`config.mk`:
```
export PLATFORM = sky130hd
export DESIGN_NAME = regfile_sb
export DESIGN_NICKNAME = d
export VERILOG_FILES = /design/src/rtl/proc_pkg.sv /design/src/rtl/regfile_sb_rdport.sv /design/src/rtl/regfile_sb.sv
export SDC_FILE = /design/constraint.sdc
export NUM_CORES = 2
export LEC_CHECK = 0
export CELL_PAD_IN_SITES_DETAIL_PLACEMENT = 1
export CELL_PAD_IN_SITES_GLOBAL_PLACEMENT = 2
export CORE_MARGIN = 1.5
export CORE_UTILIZATION = 43
export CTS_BUF_LIST = sky130_fd_sc_hd__clkbuf_4 sky130_fd_sc_hd__clkbuf_8
export DETAILED_ROUTE_END_ITERATION = 7
export PLACE_DENSITY = 0.9
export SLEW_MARGIN = 20
export SYNTH_ARGS = -nofsm -noshare
export SYNTH_HDL_FRONTEND = slang
export SYNTH_SLANG_ARGS = --single-unit
```
`constraint.sdc`:
```
create_clock -name clock -period 35.6 [get_ports clock]
set_input_delay 5.34 -clock clock [delete_from_list [all_inputs] [get_ports clock]]
set_output_delay 5.34 -clock clock [all_outputs]
set_load 0.05 [all_outputs]
```
`src/rtl/proc_pkg.sv`:
```
// Shared processor constants used by the register file and its read ports.
package proc_pkg;

    localparam int REG_ZERO         = 0;
    localparam int DEFAULT_DATA_W   = 32;
    localparam int DEFAULT_NUM_REGS = 32;

    // Fallback for flows without $clog2.
    function automatic int clog2(input int value);
        int result;
        result = 0;
        while ((1 << result) < value) begin
            result++;
        end
        return result;
    endfunction

endpackage

```
`src/rtl/regfile_sb_rdport.sv`:
```
// One register-file read port: storage mux, optional write bypass, busy qualification.
module regfile_sb_rdport
    import proc_pkg::*;
#(
    parameter int DATA_W   = DEFAULT_DATA_W,
    parameter int NUM_REGS = DEFAULT_NUM_REGS,
    parameter int BYPASS   = 1,
    parameter int ZERO_R0  = 1,
    localparam int AW      = $clog2(NUM_REGS)
) (
    input  logic [AW-1:0]              readIdx,
    input  logic [NUM_REGS*DATA_W-1:0] regFlat,
    input  logic [NUM_REGS-1:0]        busyVec,
    input  logic                       writeEffective,
    input  logic [AW-1:0]              writeIdx,
    input  logic [DATA_W-1:0]          writeData,
    output logic [DATA_W-1:0]          readData,
    output logic                       readBusy
);

    logic isZeroReg;
    logic hitsWrite;

    assign isZeroReg = (ZERO_R0 != 0) && (readIdx == AW'(REG_ZERO));
    assign hitsWrite = writeEffective && (writeIdx == readIdx);

    // A write committing this cycle resolves the hazard on its register.
    always_comb begin
        readData = regFlat[int'(readIdx)*DATA_W +: DATA_W];
        readBusy = busyVec[readIdx] && !hitsWrite;
        if (isZeroReg) begin
            readData = '0;
            readBusy = 1'b0;
        end else if ((BYPASS != 0) && hitsWrite) begin
            readData = writeData;
        end
    end

endmodule

```
`src/rtl/regfile_sb.sv`:
```
// Multi-port register file with write-to-read bypass and a pending-write scoreboard.
module regfile_sb
    import proc_pkg::*;
#(
    parameter int DATA_W   = DEFAULT_DATA_W,
    parameter int NUM_REGS = DEFAULT_NUM_REGS,
    parameter int NUM_RD   = 2,
    parameter int BYPASS   = 1,
    parameter int ZERO_R0  = 1,
    localparam int AW      = $clog2(NUM_REGS)
) (
    input  logic                     clock,
    input  logic                     ctrl_reset,
    input  logic                     ctrl_writeEnable,
    input  logic [AW-1:0]            ctrl_writeReg,
    input  logic [DATA_W-1:0]        data_writeReg,
    input  logic [NUM_RD*AW-1:0]     ctrl_readReg,
    output logic [NUM_RD*DATA_W-1:0] data_readReg,
    output logic [NUM_RD-1:0]        data_readBusy,
    input  logic                     ctrl_issue,
    input  logic [AW-1:0]            ctrl_issueReg,
    input  logic                     ctrl_flush
);

    logic [DATA_W-1:0]          regs [NUM_REGS];
    logic [NUM_REGS*DATA_W-1:0] regFlat;
    logic [NUM_REGS-1:0]        busy;
    logic [NUM_REGS-1:0]        busyNext;
    logic                       writeEffective;
    logic                       issueEffective;

    // Gating with reset keeps the bypass path from leaking data while reset is held.
    assign writeEffective = ctrl_writeEnable && !ctrl_reset &&
                            !((ZERO_R0 != 0) && (ctrl_writeReg == AW'(REG_ZERO)));
    assign issueEffective = ctrl_issue &&
                            !((ZERO_R0 != 0) && (ctrl_issueReg == AW'(REG_ZERO)));

    always_ff @(posedge clock or posedge ctrl_reset) begin
        if (ctrl_reset) begin
            for (int i = 0; i < NUM_REGS; i++) begin
                regs[i] <= '0;
            end
        end else if (writeEffective) begin
            regs[ctrl_writeReg] <= data_writeReg;
        end
    end

    // Issue is applied after the write clear so a same-register pair stays pending.
    always_comb begin
        busyNext = busy;
        if (ctrl_flush) begin
            busyNext = '0;
        end else begin
            if (writeEffective) begin
                busyNext[ctrl_writeReg] = 1'b0;
            end
            if (issueEffective) begin
                busyNext[ctrl_issueReg] = 1'b1;
            end
        end
    end

    always_ff @(posedge clock or posedge ctrl_reset) begin
        if (ctrl_reset) begin
            busy <= '0;
        end else begin
            busy <= busyNext;
        end
    end

    for (genvar g = 0; g < NUM_REGS; g++) begin : gFlatten
        assign regFlat[g*DATA_W +: DATA_W] = regs[g];
    end

    for (genvar k = 0; k < NUM_RD; k++) begin : gReadPort
        regfile_sb_rdport #(
            .DATA_W  (DATA_W),
            .NUM_REGS(NUM_REGS),
            .BYPASS  (BYPASS),
            .ZERO_R0 (ZERO_R0)
        ) uReadPort (
            .readIdx       (ctrl_readReg[k*AW +: AW]),
            .regFlat       (regFlat),
            .busyVec       (busy),
            .writeEffective(writeEffective),
            .writeIdx      (ctrl_writeReg),
            .writeData     (data_writeReg),
            .readData      (data_readReg[k*DATA_W +: DATA_W]),
            .readBusy      (data_readBusy[k])
        );
    end

endmodule
```
==> metrics.txt <==
Slew Limit Fails 0; # setup viols final 0; CP max-delay cell buf_4; Core Area 133100 µm²; Pwr Density 50.34 nW/µm²; RSZ-0062 raised after global routing no; register area share after synthesis 45.89%; Worst R2R Setup Slack 34770 ps; antenna violations before repair 7; Max-Cap Viols 0; WHS Path Cells 0; Cell Rows 134; post-synth top area share 45.89%; number of global-route vias before repair 42.33k; met2 usage 45.75%; FMAX 65.35 MHz; Setup crit end kind output pin; dominant synthesized flop cell dfrtp_1; CP Max Fanout 71; Initial Utilization 43.26%; Hold Crit Class reg -> reg; Overflow after GRT 0; Worst Hold Launch regFlat[23]$_DFFE_PP0P_; critical path's largest stage delay 900 ps; M3 GR Usage 6.808%; PortBufs 122; switching fraction of total power 28.77%; I/O pin cnt 123; Post-Syn Instances 4073; clk root buf clkbuf_8; Netlist cell types 64; cts hold-fix bufs 0; fin crit period 15300 ps; critical path required time 30260 ps; Reg power frac 45.9%; RR Startpoint regFlat[647]$_DFFE_PP0P_; Avg WL per Cell 33.39 µm; count leader, synth dfrtp_1; post-layout util 47.63%; Worst Hold End regFlat[23]$_DFFE_PP0P_; number of gates resized after cts 0; most used routing layer met2; Die Span Y 369.0 µm; share of cells above drive strength 1 45.34%; htree depth 4; Syn. warnings 0; final wirelength 197300 µm; clock tree from TritonCTS done; EDFF count, synth 0; syn_area_per_cell 14.14 µm²; first-pass GRT wire length 291700 µm; die area 136100 µm²; largest area contributor in the netlist dfrtp_1; DRC viols 0; Final Cycle Share 42.98%; setup TNS 0 ps; worst skew pair latency 890 ps; combinational share of power 18.3%; Clock Skew 0 ps; TritonRoute pass-1 iters 5; 1st-iter DRT viols 3685; drt via density 6.670; Slew Limit Headroom 18.93%; critical path class in -> out; ANT nets after route 0; HPWL after detailed placement 108700 µm; Switching Power 0.0009182 W; Max Buffers Root-to-Sink 3; Clock Sinks 1056; VDD IR max 0.02953 mV; r2r endpoint regFlat[647]$_DFFE_PP0P_; Internal 0.002274 W; status finished clean; Leakage Power 28.39 nW; cells along the critical path buf_8, buf_4, buf_4, mux4_2, and2_1, a211oi_1, a211oi_1, a211o_1, clkdlybuf4s50_1; measured slew at the worst slew-check pin 1213 ps; synthesis-stage register bit count 1056; placer congestion estimate 0.8212; Die X 369.0 µm; via count 39.41k; commonest cells in the netlist 1056 x dfrtp_1, 962 x mux2_2, 383 x mux4_2, 329 x mux2i_1, 214 x clkbuf_1; setup bufs post-CTS 0; met1 Use GR 37.82%; Post-synth ARST share 100.0%; Buf/Inv on CP 4; CTS Buf Count 177; Arr. time, crit path 9960 ps; reg2reg path depth 1; Mapped Area 57590 µm²; delay-heaviest family, CP buffers and inverters; Syn Nets 4130; Syn-to-layout area delta 10.09%; Fillers 13.16k; Clock power frac 35.8%; All-Layer GR Usage 29.07%; final hold vios 0; synth top area cells dfrtp_1 46%, mux2_2 19%, mux4_2 15%; largest net degree at the start of global routing 182; element type at the critical path start primary input; Clock transition at path regs 60 ps; Layout Nets 4068
[sequential cells by signal, summed over array words and instances (netlist names)]
name / flops
regFlat: 1024
busy: 32
[area by class of cell]
cell class                      instances  area [µm²]  share of cell area [%]
Multi-Input combinational cell       2547       29050                   45.81
Sequential cell                      1056       26430                   41.68
Clock buffer                          272        3400                   5.362
Tap cell                             1768        2212                   3.489
Timing Repair Buffer                  222        1986                   3.132
Clock inverter                         34       290.3                  0.4578
Inverter                                7       36.28                 0.05723
Antenna cell                            3       7.507                 0.01184
[cell families (layout without fill, tap and decap cells)]
family                    after synthesis  count (layout)  synth area share (%)
muxes                                1711            1711                 40.42
AOI/OAI and AO/OA                     535             535                 6.711
xor gates and xnor gates               10              10                0.1521
other                                   0               3                     0
and+or+nand+nor                       291             291                 2.807
DFF                                  1056            1056                 45.89
buffers and inverters                 470             535                 4.026
[how the worst max path moves through the flow]
stage	cells past startpoint	start	slack [ps]	end
CTS	9	ctrl_readReg[5]	20300	data_readReg[56]
finish	9	ctrl_readReg[0]	20300	data_readReg[28]
global placement	9	ctrl_readReg[5]	20330	data_readReg[56]
floorplan	1	ctrl_reset	540	busy[0]$_DFF_PP0_
global route	9	ctrl_readReg[0]	20020	data_readReg[21]
detailed placement	9	ctrl_readReg[5]	20300	data_readReg[56]
[placed cells by master (no fill, tap or decap), types with 12 or more instances in the layout]
cell type	instances
dfrtp_1	1056
mux2_2	962
mux4_2	383
mux2i_1	329
clkbuf_8	217
clkdlybuf4s50_1	96
buf_4	95
a221oi_1	93
a21oi_1	79
o22ai_1	71
o21ai_0	64
a22oi_1	62
a211oi_1	57
clkbuf_4	55
nor3_1	53
a211o_1	40
nor2_1	35
and2_1	33
mux2_4	29
nand2_1	26
clkinv_2	22
nor4_1	21
nand2b_1	20
a22o_1	19
buf_2	18
nand2_2	16
nor2_4	15
nand3_1	15
a221o_1	15
nor2b_1	12
[power groups by stage]
stage | combinational (W) | sequential, W | clock (W)
after floorplan | 0.000444 | 0.00144 | 0
after global placement | 0.000560 | 0.00146 | 0
after detailed placement | 0.000578 | 0.00148 | 0
after CTS | 0.000582 | 0.00146 | 0.00116
after global routing | 0.000616 | 0.00148 | 0.00121
final | 0.000583 | 0.00147 | 0.00114
[routing by layer]
layer,wire length [µm],vias up
met3,16620,546
li1,-,15630
met4,9887,8
met1,77890,21320
met2,92830,1910
met5,46,-
[per-stage QoR]
stage	setup slack [ps]	total power, W	area, µm²	hold slack, ps	cells
finish	20300	0.003192	63400	394.3	5909
global route	20020	0.003309	63400	411.0	5909
CTS	20300	0.003204	63450	396.9	5905
detailed placement	20300	0.002060	59760	383.6	5599
global placement	20330	0.002023	59760	376.7	5599
floorplan	536.2	0.001888	57590	441.3	4073
No activity file was read; power rests on OpenSTA's default activity.
